[src/rtl/mul_serial_pkg.sv]
// rtl/mul_serial_pkg.sv - shared types and default sizes for the serial multiplier lane
package mul_serial_pkg;

   typedef enum logic [1:0] {
      IDLE = 2'd0,
      RUN  = 2'd1,
      DONE = 2'd2
   } state_t;

   localparam int DEF_WIDTH = 16;
   localparam int DEF_DEPTH = $clog2(DEF_WIDTH);
   localparam int PWIDTH    = 2 * DEF_WIDTH;

endpackage

[src/rtl/mul_serial_pp.sv]
// rtl/mul_serial_pp.sv - combinational partial-product gate for one multiplier bit
module mul_serial_pp
   import mul_serial_pkg::*;
#(
   parameter int WIDTH = DEF_WIDTH,
   parameter int DEPTH = $clog2(WIDTH)
) (
   input  logic [DEPTH-1:0]   idx,
   input  logic [WIDTH-1:0]   a_q,
   input  logic [WIDTH-1:0]   b_q,
   output logic [2*WIDTH-1:0] pp
);

   logic [2*WIDTH-1:0] b_ext;

   // Sign-extend the multiplicand, shift to the bit weight, gate by the multiplier bit
   always_comb begin
      b_ext = {{WIDTH{b_q[WIDTH-1]}}, b_q};
      pp    = a_q[idx] ? (b_ext << idx) : '0;
   end

endmodule

[src/rtl/mul_serial_ctrl.sv]
// rtl/mul_serial_ctrl.sv - handshaked, abortable shift-add sequencer for signed products
module mul_serial_ctrl
   import mul_serial_pkg::*;
#(
   parameter int WIDTH = DEF_WIDTH,
   parameter int DEPTH = $clog2(WIDTH)
) (
   input  logic               clk,
   input  logic               rst,
   input  logic               clr,
   input  logic               in_valid,
   output logic               in_ready,
   input  logic [WIDTH-1:0]   in_a,
   input  logic [WIDTH-1:0]   in_b,
   output logic               out_valid,
   input  logic               out_ready,
   output logic [2*WIDTH-1:0] out_p,
   output logic               busy,
   output logic [DEPTH-1:0]   o_idx
);

   localparam logic [DEPTH-1:0] LAST = DEPTH'(WIDTH - 1);

   state_t             state_q;
   state_t             state_d;
   logic [DEPTH-1:0]   idx_q;
   logic [WIDTH-1:0]   a_q;
   logic [WIDTH-1:0]   b_q;
   logic [2*WIDTH-1:0] acc_q;
   logic [2*WIDTH-1:0] pp;
   logic               idx_last;

   assign idx_last = (idx_q == LAST);

   mul_serial_pp #(
      .WIDTH (WIDTH),
      .DEPTH (DEPTH)
   ) u_pp (
      .idx (idx_q),
      .a_q (a_q),
      .b_q (b_q),
      .pp  (pp)
   );

   // State register
   always_ff @(posedge clk or posedge rst) begin
      if (rst) begin
         state_q <= IDLE;
      end else begin
         state_q <= state_d;
      end
   end

   // Next-state and handshake decode; ready/valid depend only on state
   always_comb begin
      state_d   = state_q;
      in_ready  = 1'b0;
      out_valid = 1'b0;
      busy      = 1'b0;
      case (state_q)
         IDLE: begin
            in_ready = 1'b1;
            if (in_valid) begin
               state_d = RUN;
            end
         end
         RUN: begin
            busy = 1'b1;
            if (idx_last) begin
               state_d = DONE;
            end
         end
         DONE: begin
            busy      = 1'b1;
            out_valid = 1'b1;
            if (out_ready) begin
               state_d = IDLE;
            end
         end
         default: begin
            state_d = IDLE;
         end
      endcase
      if (clr) begin
         state_d = IDLE;
      end
   end

   // Operand capture, bit index stepping and accumulation; the MSB carries negative weight
   always_ff @(posedge clk or posedge rst) begin
      if (rst) begin
         idx_q <= '0;
         a_q   <= '0;
         b_q   <= '0;
         acc_q <= '0;
      end else if (clr) begin
         idx_q <= '0;
         acc_q <= '0;
      end else begin
         case (state_q)
            IDLE: begin
               if (in_valid) begin
                  a_q   <= in_a;
                  b_q   <= in_b;
                  acc_q <= '0;
                  idx_q <= '0;
               end
            end
            RUN: begin
               if (idx_last) begin
                  acc_q <= acc_q - pp;
               end else begin
                  acc_q <= acc_q + pp;
                  idx_q <= idx_q + 1'b1;
               end
            end
            default: begin
            end
         endcase
      end
   end

   // Product is only exposed while it is being offered
   always_comb begin
      out_p = (state_q == DONE) ? acc_q : '0;
   end

   assign o_idx = idx_q;

endmodule
[config.mk]
export PLATFORM = sky130hd
export DESIGN_NAME = mul_serial_ctrl
export DESIGN_NICKNAME = d
export VERILOG_FILES = /design/src/rtl/mul_serial_pkg.sv /design/src/rtl/mul_serial_pp.sv /design/src/rtl/mul_serial_ctrl.sv
export SDC_FILE = /design/constraint.sdc
export NUM_CORES = 1
export LEC_CHECK = 0
export ABC_AREA = 1
export BUFFER_PORTS_ARGS = -buffer_cell sky130_fd_sc_hd__buf_2
export CAP_MARGIN = 20
export CORE_ASPECT_RATIO = 1.5
export CORE_UTILIZATION = 45
export CTS_BUF_LIST = sky130_fd_sc_hd__clkbuf_8
export DETAILED_ROUTE_END_ITERATION = 10
export PLACE_DENSITY = 0.71
export SETUP_SLACK_MARGIN = 0.05
export SYNTH_ARGS = -nofsm -noshare
export SYNTH_HDL_FRONTEND = slang
export SYNTH_HIERARCHICAL = 1
export SYNTH_SLANG_ARGS = --single-unit
[constraint.sdc]
create_clock -name clk -period 9 [get_ports clk]
set_clock_uncertainty 0.05 [all_clocks]
set_input_delay 0.9 -clock clk [delete_from_list [all_inputs] [get_ports clk]]
set_output_delay 0.9 -clock clk [all_outputs]
set_load 0.02 [all_outputs]
==> results of run 1 <==
sequential cells by signal, summed over array words and instances, names as in the netlist:
signal,cells
a_q,16
acc_q,32
state_q,2
o_idx,4
b_q,16
area by class of cell:
type | count | area, um2
well taps | 210 | 262.8
fillers | 1860 | 8388
multi-input cells | 953 | 4861
inverters | 218 | 820.8
flip-flops and latches | 70 | 1752
repair buffers | 79 | 412.9
clock inverters | 7 | 70.07
clock buffers | 9 | 123.9
synth_stat cells, types with 2 or more instances:
library cell  instances
nand2_1             495
inv_1               201
nand3_1             122
nor2_1               80
dfrtp_1              70
ha_1                 37
a21oi_1              34
mux2_2               32
xor2_1               27
o21ai_0              26
buf_2                18
nand2_2              17
inv_2                16
clkbuf_1             10
nor2_2               10
o21ai_1               9
nor3_1                8
buf_6                 6
nand3_2               6
nand3b_1              6
nand4_1               5
nor2_4                4
xnor2_1               4
a21boi_0              3
o21bai_1              3
or2_2                 3
a21o_1                2
a31oi_1               2
a32o_1                2
buf_4                 2
nor3_2                2
o22ai_1               2
or2_1                 2
per-layer routing:
layer  up-vias  global-route usage (%)  wire length [um]
li1       4058                       -                 -
met1      3508                   26.12              8078
met2       169                   48.36             11150
met3        57                   2.502               566
met4         0                   12.41               941
met5         -                       0                 0
logic make-up (layout without fill, tap and decap cells):
| group | Yosys count | in the layout | share of synthesized area, % |
|---|---|---|---|
| and+or+nand+nor | 764 | 764 | 42.56 |
| adders and majority gates | 38 | 38 | 6.319 |
| DFF | 70 | 70 | 22.92 |
| muxes | 33 | 33 | 4.845 |
| buffers and inverters | 254 | 313 | 13.49 |
| xor gates and xnor gates | 31 | 31 | 3.552 |
| AOI/OAI and AO/OA | 87 | 87 | 6.318 |
stage by stage:
stage	instances	worst slack, ns	utilization [%]
2_1_floorplan	1277	5.471	-
3_3_place_gp	1529	3.968	48.49
3_5_place_dp	1529	3.936	48.49
4_1_cts	1545	3.914	49.66
5_1_grt	1546	3.400	49.75
6_report	1546	3.848	49.75
worst paths after layout:
check / startpoint / endpoint / slack, ns / depth (start not counted)
max in group asynchronous: rst / acc_q[14]$_DFFE_PP0P_ / 7.57 / 3
max reg2reg: o_idx[1]$_DFFE_PP0P_ / acc_q[26]$_DFFE_PP0P_ / 3.85 / 30
max: o_idx[1]$_DFFE_PP0P_ / acc_q[26]$_DFFE_PP0P_ / 3.85 / 30
min: a_q[9]$_DFFE_PP0P_ / a_q[9]$_DFFE_PP0P_ / 0.46 / 1
min in group asynchronous: rst / a_q[5]$_DFFE_PP0P_ / 0.74 / 3
min reg2reg: a_q[9]$_DFFE_PP0P_ / a_q[9]$_DFFE_PP0P_ / 0.46 / 1
power by group:
group | switching [mW] | total [mW] | internal, mW
clock | 0.159 | 0.269 | 0.110
sequential | 0.118 | 0.552 | 0.435
combinational | 1.61 | 2.42 | 0.813
==> metrics.md, run 1 <==
| Metric | Value |
|---|---|
| Synth warn | 6 |
| Startpoint types | flop |
| TritonCTS Sinks | 70 |
| Via-per-instance ratio | 5.040 |
| Tot GR Track Use | 25.08% |
| Final instance area | 8303 um2 |
| Antenna Cells | 0 |
| Layout net count | 1406 |
| Outcome | finished clean |
| Peak supply drop | 0.1549 mV |
| Reg clk slew, reported paths | 0.10 ns |
| Die area | 17520 um2 |
| Final Hold Fails | 0 |
| Vias in the first global route | 7489 |
| Mapped Cells | 1277 |
| Placed instance area | 8094 um2 |
| Synth unique cells | 44 |
| Most common cell after layout, fill and taps aside | nand2_1 |
| CP Data Arrival Time | 5.37 ns |
| Num CTS Buffers | 9 |
| Vias | 7792 |
| Power density cells | 390.4 nW/um2 |
| Most frequent cells in the layout | nand2_1 (495), inv_1 (200), nand3_1 (122), nor2_1 (80), buf_2 (75) |
| DPL Wire Length | 16990 um |
| Initial antenna violation count | 0 |
| CTS root buffer | clkbuf_8 |
| First DRT Iteration DRCs | 260 |
| Die Width | 108.4 um |
| Worst Setup End Kind | flop |
| CP Buf/Inv Count | 5 |
| Post-cts hold buffer count | 0 |
| Setup_tns | 0 ns |
| Grt ovf | 0 |
| CTS tree | done |
| Core Box Area | 16690 um2 |
| Primary FF master, synth | dfrtp_1 |
| Cell family with most CP delay | simple AND/OR/NAND/NOR gates |
| Die Y | 161.6 um |
| Final cycle utilization of the critical path | 57.24% |
| Htree depth | 3 |
| Share of the synthesized area in the top cell type | 24.31% |
| CP max stage delay | 0.82 ns |
| DR pass1 iterations | 5 |
| Syn Area/Cell | 5.986 um2 |
| Worst Tran Pin Value | 0.9576 ns |
| Slew Limit Fails | 0 |
| Maxcap violations | 0 |
| RSZ-0062 raised after global routing | no |
| Pleak | 5.166 nW |
| Overall routed net length | 20740 um |
| Fin Hold WS | 0.4647 ns |
| Leading area contributor after synthesis | nand2_1 |
| I/O pins | 76 |
| Max Fclk | 0.1941 GHz |
| Post-Syn Area | 7644 um2 |
| Worst Path Required | 9.21 ns |
| Largest net degree at the start of global routing | 71 |
| Skew-Pair Late Insertion Delay | 0.37 ns |
| WL/cell | 13.41 um |
| Post-Syn Nets | 1352 |
| Global-route wire length before repair | 34590 um |
| Antenna Nets Post-Route | 0 |
| Max clock buf depth | 2 |
| Initial Utilization | 45.79% |
| Worst Setup Path Type | flop to flop |
| Ys async rst share | 100.0% |
| Setup violations, final | 0 |
| Worst min-delay path category | flop to flop |
| Flops & latches, synth | 70 |
| Crit path max fanout | 25 |
| CP max-delay cell | dfrtp_1 |
| Sequential fraction of the synthesis area | 22.92% |
| Share of layout cells above drive strength 1 | 14.22% |
| Resized cells post-CTS | 0 |
| DRC Markers | 0 |
| Power Total | 3.242 mW |
| Area Growth Syn to Fin | 8.627% |
| Std cell rows | 58 |
| Final estimated routing congestion in global placement | 0.9323 |
| Synth top area cells | nand2_1 (24%), dfrtp_1 (23%), inv_1 (9.9%), nand3_1 (8.0%), ha_1 (6.1%) |
| Minimum clock period | 5.152 ns |
| CP most frequent cell | nand2_1 |
| Post-synth EDFFs | 0 |
| Normalized max-slew margin | 35.59% |
| PortBufs | 75 |
| Post CTS Setup Buffer Count | 0 |
Power figures use the tool's default switching activity.
==> run 2: changes to the inputs <==
--- a/config.mk
+++ b/config.mk
@@ -12,7 +12,7 @@
 export CORE_UTILIZATION = 45
 export CTS_BUF_LIST = sky130_fd_sc_hd__clkbuf_8
 export DETAILED_ROUTE_END_ITERATION = 10
-export PLACE_DENSITY = 0.71
+export PLACE_DENSITY = 0.74
 export SETUP_SLACK_MARGIN = 0.05
 export SYNTH_ARGS = -nofsm -noshare
 export SYNTH_HDL_FRONTEND = slang
==> constraint.sdc (replaced) <==
create_clock -name clk -period 4.4 [get_ports clk]
set_clock_uncertainty 0.05 [all_clocks]
set_input_delay 0.44 -clock clk [delete_from_list [all_inputs] [get_ports clk]]
set_output_delay 0.44 -clock clk [all_outputs]
set_load 0.02 [all_outputs]
==> run 2 against run 1 <==
Compared with the run above: die area stayed put; critical path depth increased by 1; largest power group unchanged; critical path type unchanged; combinational power grew 110%; total power is 100% higher; sequential power increased by 99%; cell area rose by 1.9%; highest routed layer unchanged; cell count increased by 0.65%; worst setup slack worse by 3.5 ns; register-to-register slack worse by 3.5 ns; first-iteration DRC count up 47%.
==> metrics.md, run 2 (synthesis gave the netlist of run 1 again) <==
| Metric | Value |
|---|---|
| Outcome | finished clean |
| Switching pwr | 3.808 mW |
| Number of flip-flops in the largest register | 32 |
| Initial Utilization | 45.79% |
| Placed instance area | 8154 um2 |
| Worst Hold Depth | 2 |
| DRC Markers | 0 |
| CTS tree | done |
| WL met2 | 10970 um |
| Maxcap violations | 0 |
| Final cycle utilization of the critical path | 92.22% |
| Overall routed net length | 20700 um |
| Area of the multi-input gates | 4895 um2 |
| First DRT Iteration DRCs | 382 |
| Top layer in use | met4 |
| Via-per-instance ratio | 5.069 |
| Worst Path Required | 4.63 ns |
| DR pass1 iterations | 5 |
| Fin Hold WS | 0.2453 ns |
| DPL Wire Length | 16720 um |
| PortBufs | 75 |
| Share of layout cells above drive strength 1 | 15.30% |
| Max clock buf depth | 2 |
| Std cell rows | 58 |
| Global-route wire length before repair | 34470 um |
| Tot GR Track Use | 24.86% |
| Pleak | 5.225 nW |
| Clk pwr share | 8.4% |
| Reg clk slew, reported paths | 0.11 ns |
| Crit path max fanout | 29 |
| Setup violations, final | 0 |
| CTS root buffer | clkbuf_8 |
| Post CTS Setup Buffer Count | 0 |
| Normalized max-slew margin | 29.09% |
| Htree depth | 3 |
| Die area | 17520 um2 |
| CP max stage delay | 0.45 ns |
| Antenna Nets Post-Route | 0 |
| Startpoint types | flop |
| Grt ovf | 0 |
| Sequential Power Share | 16.5% |
| Slew Limit Fails | 0 |
| Wire length on met1 | 8156 um |
| Setup_tns | 0 ns |
| Part of the power in combinational logic | 75.0% |
| CP startpoint | o_idx[0]$_DFFE_PP0P_ |
| Power Total | 6.632 mW |
| CP Data Arrival Time | 4.29 ns |
| Die Y | 161.6 um |
| Critical register-to-register path startpoint | o_idx[0]$_DFFE_PP0P_ |
| Biggest registers after layout | acc_q: 32 flops, a_q: 16 flops, b_q: 16 flops |
| Biggest register | acc_q |
| Final Hold Fails | 0 |
| Initial antenna violation count | 0 |
| I/O pins | 76 |
| TritonCTS Sinks | 70 |
| WL/cell | 13.30 um |
| Cell Int Power | 2.824 mW |
| Die Width | 108.4 um |
| Inst Count DP | 1537 |
| Most common cell after layout, fill and taps aside | nand2_1 |
| Num CTS Buffers | 9 |
| RSZ-0062 raised after global routing | yes |
| Power density cells | 784.1 nW/um2 |
| Largest net degree at the start of global routing | 43 |
| Antenna Cells | 0 |
| Layout net count | 1416 |
| Final instance area | 8458 um2 |
| Worst Setup Path Type | flop to flop |
| R2R Path End | acc_q[28]$_DFFE_PP0P_ |
| Max Fclk | 0.2465 GHz |
| Vias in the first global route | 7452 |
| Final Non-Filler Cells | 1556 |
| CP most frequent cell | nand2_1 |
| Register area | 1753 um2 |
| Pre-CTS setup slack | 0.2330 ns |
| Hold Path Origin | in_a[9] |
| Area Growth Syn to Fin | 10.66% |
| Minimum clock period | 4.058 ns |
| Met3 wire length | 675 um |
| Fillers | 1810 |
| Switching share of power | 57.42% |
| Final estimated routing congestion in global placement | 0.9898 |
| Vias | 7888 |
| Worst Setup End Kind | flop |
| Core Box Area | 16690 um2 |
| FF-to-FF setup slack | 0.34 ns |
| Final Util | 50.67% |
| PnR worst setup slack | 0.3424 ns |
| R2r worst-path depth | 31 |
| Worst min-delay path category | input port to flop |
| Peak supply drop | 0.3760 mV |
| CP max-delay cell | dfrtp_2 |
| Most frequent cells in the layout | nand2_1 (495), inv_1 (200), nand3_1 (122), nor2_1 (78), buf_2 (75) |
| Skew-Pair Late Insertion Delay | 0.38 ns |
| WHS Endpoint | a_q[9]$_DFFE_PP0P_ |
| Worst Tran Pin Value | 1.062 ns |
==> run 2: cell types whose count changed in the layout (fill, tap and decap cells not counted), sizes merged <==
cell,change
dlygate4sd3,+1
buf,+9
==> run 2: cell type report <==
class	count	share of cell area (%)
Multi-Input combinational cell	953	57.87
Sequential cell	70	20.72
Tap cell	210	3.107
Timing Repair Buffer	89	6.243
Clock buffer	9	1.464
Clock inverter	7	0.8284
Inverter	218	9.763
==> run 2: worst max-delay path, delay by kind of cell, from the launching register on <==
kind	cells	cell delay [ns]
buffers and inverters	5	0.43
flip-flops	1	0.45
AND/OR/NAND/NOR	24	2.42
adder cells (fa/ha/maj)	2	0.61
==> run 2: metal layers <==
layer | vias up | GRT usage (%)
met2 | 178 | 46.20
met3 | 51 | 3.107
met1 | 3574 | 27.05
met4 | 0 | 12.22
met5 | - | 0
li1 | 4085 | -
==> run 2: worst max path at each step <==
stage / slack (ns) / endpoint
after global placement: 0.26 / acc_q[31]$_DFFE_PP0P_
after CTS: 0.23 / acc_q[26]$_DFFE_PP0P_
after floorplan: 0.87 / acc_q[31]$_DFFE_PP0P_
final: 0.34 / acc_q[28]$_DFFE_PP0P_
after detailed placement: 0.23 / acc_q[28]$_DFFE_PP0P_
after global routing: 0.03 / acc_q[31]$_DFFE_PP0P_
==> run 2: power groups by stage <==
stage	clock, mW	sequential (mW)	combinational [mW]
after floorplan	0	1.04	3.96
after global placement	0	1.10	4.83
after detailed placement	0	1.11	4.90
after CTS	0.570	1.09	4.92
after global routing	0.593	1.14	5.63
final	0.560	1.10	4.97
==> run 2: timing repair <==
item / 4_1_cts / 5_1_grt
endpoints found under the hold margin: 0 / 2
hold buffers: 0 / 1
setup endpoints to repair: 0 / 15
gates resized for setup: 0 / 14
